===== src/rtl/reg_write_seq.sv =====
// reg_write_seq: byte-stream instruction sequencer driving a 4x8 register file.
// Decodes LDI/MOV/ADD/SUB, reads operands, writes results, updates Z/C flags.
module reg_write_seq #(
    parameter int DW = 8,
    parameter int AW = 2
) (
    input  logic          clk,
    input  logic          rst,
    input  logic          in_valid,
    input  logic [DW-1:0] in_data,
    output logic          in_ready,
    output logic [AW-1:0] rf_addr,
    output logic [DW-1:0] rf_wdata,
    output logic          rf_we,
    input  logic [DW-1:0] rf_rdata,
    output logic          flag_z,
    output logic          flag_c,
    output logic          done,
    output logic          busy
);

    typedef enum logic [2:0] {
        IDLE,
        IMM,
        RD_SRC,
        RD_DST,
        WR
    } state_t;

    typedef enum logic [1:0] {
        OP_LDI,
        OP_MOV,
        OP_ADD,
        OP_SUB
    } op_t;

    state_t        state;
    state_t        state_nx;
    op_t           op;
    logic [AW-1:0] dst;
    logic [AW-1:0] src;
    logic [DW-1:0] opa;
    logic [DW-1:0] opb;
    logic [DW-1:0] result;
    logic          carry;
    logic          xfer;
    logic [DW:0]   alu;
    logic          lint_unused;

    assign xfer     = in_valid && in_ready;
    assign rf_wdata = result;

    // opB is kept for observability only; reserved opcode bits are ignored
    assign lint_unused = ^{in_data[1:0], opb};

    // dst op src, evaluated while dst is on the read port; MSB is carry/borrow
    always_comb begin
        alu = '0;
        if (op == OP_SUB) begin
            alu = {1'b0, rf_rdata} - {1'b0, opa};
        end else begin
            alu = {1'b0, rf_rdata} + {1'b0, opa};
        end
    end

    // State register
    always_ff @(posedge clk or negedge rst) begin
        if (!rst) begin
            state <= IDLE;
        end else begin
            state <= state_nx;
        end
    end

    // Next-state decode and per-state register file controls
    always_comb begin
        state_nx = state;
        in_ready = 1'b0;
        rf_addr  = '0;
        rf_we    = 1'b0;
        done     = 1'b0;
        busy     = 1'b1;
        unique case (state)
            IDLE: begin
                in_ready = 1'b1;
                busy     = 1'b0;
                if (in_valid) begin
                    if (in_data[7:6] == OP_LDI) begin
                        state_nx = IMM;
                    end else begin
                        state_nx = RD_SRC;
                    end
                end
            end
            IMM: begin
                in_ready = 1'b1;
                rf_addr  = dst;
                if (in_valid) begin
                    state_nx = WR;
                end
            end
            RD_SRC: begin
                rf_addr = src;
                if (op == OP_MOV) begin
                    state_nx = WR;
                end else begin
                    state_nx = RD_DST;
                end
            end
            RD_DST: begin
                rf_addr  = dst;
                state_nx = WR;
            end
            WR: begin
                rf_addr  = dst;
                rf_we    = 1'b1;
                done     = 1'b1;
                state_nx = IDLE;
            end
            default: begin
                state_nx = IDLE;
            end
        endcase
    end

    // Operand capture, result computation and flag update
    always_ff @(posedge clk or negedge rst) begin
        if (!rst) begin
            op     <= OP_LDI;
            dst    <= '0;
            src    <= '0;
            opa    <= '0;
            opb    <= '0;
            result <= '0;
            carry  <= 1'b0;
            flag_z <= 1'b0;
            flag_c <= 1'b0;
        end else begin
            unique case (state)
                IDLE: begin
                    if (xfer) begin
                        op  <= op_t'(in_data[7:6]);
                        dst <= in_data[5:4];
                        src <= in_data[3:2];
                    end
                end
                IMM: begin
                    if (xfer) begin
                        result <= in_data;
                    end
                end
                RD_SRC: begin
                    opa <= rf_rdata;
                    if (op == OP_MOV) begin
                        result <= rf_rdata;
                    end
                end
                RD_DST: begin
                    opb    <= rf_rdata;
                    result <= alu[DW-1:0];
                    carry  <= alu[DW];
                end
                WR: begin
                    if (op == OP_ADD || op == OP_SUB) begin
                        flag_z <= (result == '0);
                        flag_c <= carry;
                    end
                end
                default: begin
                end
            endcase
        end
    end

endmodule


===== config.mk =====
export PLATFORM = sky130hd
export DESIGN_NAME = reg_write_seq
export DESIGN_NICKNAME = d
export VERILOG_FILES = /design/src/rtl/reg_write_seq.sv
export SDC_FILE = /design/constraint.sdc
export NUM_CORES = 1
export LEC_CHECK = 0
export CORE_AREA = 4 4 69 71
export CTS_BUF_LIST = sky130_fd_sc_hd__clkbuf_16
export DETAILED_ROUTE_END_ITERATION = 16
export DIE_AREA = 0 0 73 75
export GPL_TIMING_DRIVEN = 0
export PLACE_DENSITY = 0.72
export REMOVE_ABC_BUFFERS = 1
export SLEW_MARGIN = 20
export SYNTH_ARGS = -nofsm -noshare
export SYNTH_HDL_FRONTEND = slang
export SYNTH_SLANG_ARGS = --single-unit

===== constraint.sdc =====
create_clock -name clk -period 2.31 [get_ports clk]
set_clock_uncertainty 0.15 [all_clocks]
set_input_delay 0.462 -clock clk [delete_from_list [all_inputs] [get_ports clk]]
set_output_delay 0.462 -clock clk [all_outputs]
set_load 0.02 [all_outputs]

==> results of run 1 <==
## metrics by stage
stage / utilization / worst slack (ns) / cells / TNS (ns) / hold slack (ns)
finish: 0.6061 / -0.3060 / 301 / -1.047 / 0.05328
global route: 0.6061 / -0.4356 / 301 / -1.645 / 0.1146
CTS: 0.5813 / -0.3193 / 294 / -1.127 / 0.08506
detailed placement: 0.5251 / -0.6329 / 282 / -3.224 / 0.3229
global placement: 0.5251 / -0.6519 / 282 / -3.655 / 0.3159
floorplan: - / -0.2624 / 196 / -0.8925 / 0.01641
## cell families (layout without fill, tap and decap cells)
logic type / Yosys count / count (layout) / synth area share
flops: 28 / 28 / 0.3751
xor+xnor: 9 / 9 / 0.04219
compound gates: 55 / 55 / 0.1802
fa+ha+maj: 10 / 10 / 0.07100
simple gates: 66 / 66 / 0.1762
buf+inv: 19 / 63 / 0.04689
mux: 18 / 18 / 0.1085
## layout by cell type (no fill, tap or decap), types with 2 or more instances in the layout
| cell | Yosys | routed |
|---|---|---|
| o21ai_0 | 14 | 11 |
| nand2_1 | 15 | 15 |
| o21ai_2 | 0 | 2 |
| dfrtp_1 | 28 | 25 |
| a21oi_1 | 17 | 10 |
| nor2_1 | 22 | 19 |
| nand3_1 | 5 | 5 |
| a22oi_1 | 3 | 3 |
| o21ai_1 | 1 | 2 |
| dlygate4sd2_1 | 0 | 5 |
| nor2_2 | 1 | 4 |
| mux2i_1 | 3 | 3 |
| a211oi_1 | 3 | 3 |
| a21oi_2 | 1 | 8 |
| inv_1 | 10 | 9 |
| xor2_1 | 4 | 4 |
| nand2b_4 | 0 | 2 |
| buf_4 | 3 | 14 |
| clkbuf_16 | 0 | 3 |
| mux2_2 | 14 | 13 |
| dfrtp_2 | 0 | 2 |
| a31oi_1 | 4 | 4 |
| nor4_1 | 2 | 2 |
| clkdlybuf4s50_1 | 0 | 27 |
| mux2_4 | 1 | 2 |
| ha_1 | 9 | 8 |
| and2_1 | 2 | 2 |
| xnor2_1 | 5 | 5 |
| nand3b_1 | 3 | 3 |
| or3_4 | 1 | 2 |
| nand2b_1 | 6 | 4 |
## worst reg2reg max path: cells and delay by family, from the launching register on
kind,cells,cell delay (ns)
AOI/OAI and AO/OA,3,0.64
and+or+nand+nor,2,0.47
muxes,2,0.47
DFF,1,0.38
adders and majority gates,1,0.35
xor gates and xnor gates,1,0.09
## flip-flops by register name (all words and copies together) (netlist names)
register  cells
rf_wdata      8
carry         1
src           2
op            2
flag_z        1
dst           2
state         3
flag_c        1
opa           8
## metal layers
metal / share of wire / wire length, µm
met3: 0.040 / 176
met5: 0 / 0
met1: 0.44 / 1936
met4: 0.016 / 70
met2: 0.51 / 2231
## power by group
group / leakage, nW / switching, mW / total (mW) / internal [mW]
sequential: 0.331 / 0.237 / 0.973 / 0.736
combinational: 0.697 / 1.60 / 3.14 / 1.54
clock: 0.0511 / 0.170 / 0.515 / 0.345
total: 1.08 / 2.00 / 4.63 / 2.63
## area by class of cell
type / count / area [µm²]
repair buffers: 49 / 447.9
well taps: 52 / 65.06
clock inverters: 1 / 30.03
clock buffers: 3 / 75.07
flip-flops and latches: 28 / 706.9
fillers: 371 / 1668
inverters: 10 / 37.54
multi-input cells: 158 / 1204
## synth_stat cells, types with 2 or more instances
cell      count
dfrtp_1      28
nor2_1       22
a21oi_1      17
nand2_1      15
mux2_2       14
o21ai_0      14
inv_1        10
ha_1          9
nand2b_1      6
nand3_1       5
xnor2_1       5
a31oi_1       4
buf_2         4
xor2_1        4
a211oi_1      3
a22oi_1       3
buf_4         3
mux2i_1       3
nand3b_1      3
and2_1        2
clkbuf_1      2
nor2b_1       2
nor3_1        2
nor3b_1       2
nor4_1        2
o31ai_1       2
## timing repair
action / in CTS / in global routing
cloned: 0 / 0
pin swaps: 7 / 7
buffers inserted: 8 / 8
setup endpoints to repair: 12 / 8
resized for setup: 27 / 16
## path summary, 6_finish.rpt
check	depth (start not counted)	startpoint	slack (ns)	end
max reg2reg	9	opa[4]$_DFFE_PN0P_	-0.31	rf_wdata[6]$_DFFE_PN0P_
min	1	rst	0.05	opa[0]$_DFFE_PN0P_
min in group clk	2	carry$_DFFE_PN0P_	0.34	carry$_DFFE_PN0P_
max	9	opa[4]$_DFFE_PN0P_	-0.31	rf_wdata[6]$_DFFE_PN0P_
min reg2reg	2	carry$_DFFE_PN0P_	0.34	carry$_DFFE_PN0P_
max in group asynchronous	1	rst	1.48	state[0]$_DFFE_PN0P_
==> results.cfg, run 1 <==
[synth]
ys_ff_latch = 28
yosysUniqueCellTypes = 45
yosysTopAreaCell = dfrtp_1
syn_area_um2 = 1868
syn_area_per_cell_um2 = 9.112
async_flop_share = 1.000
synth_edf_count = 0
synthTopCellsByArea = dfrtp_1, mux2_2, ha_1
seq_area_frac_synth = 0.3751
synth_flop_cell = dfrtp_1
synth_cells = 205
synth.top_cell.area_share = 0.3751
yosysWarnings = 0

[routing]
ant_nets = 0
dr.pass1.iters = 4
num_vias = 1631
detail_route.wl_per_cell_um = 14.67
drt-total-wl_um = 4415
drt_iter0_drc = 99
drc = 0
vias_per_cell = 5.419

[cts]
cts.sinks = 28
cts_hold_buf = 0
cts_tree = built
clock-root-buffer = clkbuf_16
cts_max_level = 1
cts.path.max_buffers = 2
insertion_delay_ns = 0.26
clkTransAtPathRegs_ns = 0.07
cts_buffers = 3

[timing]
setup_viol = 4
fmax_mhz = 382.3
max-slew-margin-rel = 0.4968
finalHoldViolCount = 0
rsz0062_at_grt = true
fin_crit_ns = 2.616
worst_slack_ns = -0.3060
worst_pin_slew_ns = 0.7548
finalMaxSlewViolations = 0
post-route-period-util = 1.132

[pwr]
power_density_nw_per_um2 = 1805
p_leak_nw = 1.079
ir_drop_v = 0.0007666
totalPowerFinal_mw = 4.631

[status]
violations = negative setup slack
status = finished with violations

[global_route]
use_met2 = 0.2890
grt_pass1_wl_um = 7003
track_usage = 0.1649
grt_antenna_before_repair = 0
met3_usage = 0.01736
grt_overflow = 0
busiest_layer = met2
grt_pass1_vias = 1539
use_met1 = 0.2151
grt_max_degree = 29

[job]
maxCapViolations = 0

[critical_path]
crit_path_end_kind = register
crit_fanout = 4
criticalPathCategory = register to register
path_buf_inv = 0
worstPathRequired_ns = 2.36
crit_path_top_delay_cell = or3_4
cp_cell_sequence = or3_4 > o31ai_4 > xor2_1 > ha_1 > nand2_1 > a211o_1 > mux2_4 > a31oi_1 > mux2_4
worstPathArrival_ns = 2.67
cp_common_cell = mux2_4
max_stage_delay_ns = 0.40
startpoint_type = register
critPathTopFamily = compound AO/OA/AOI/OAI gates

[placement]
hpwl_um = 3127
gp_congestion = 0.7855
place_area_um2 = 2223
port_buffers = 34

[die]
fp.dieH_um = 75
die_area_um2 = 5475
io_pins = 35
die_x_um = 73
row_count = 24
core-area_um2 = 4234
start_util = 0.4412

[final_layout]
nets = 279
syn_to_final_growth_pct = 37.37
diodes = 0
fin_area_um2 = 2566
drive_above_1_share = 0.2691

[hold_path]
holdCritPathClass = primary input to async pin
Note: power is estimated with default switching activity, not from simulation.
==> run 2: changes to the inputs <==
- CAP_MARGIN: not set -> 20
==> results of run 2 <==
No change in the layout: final DEF, timing and power equal those of run 1.
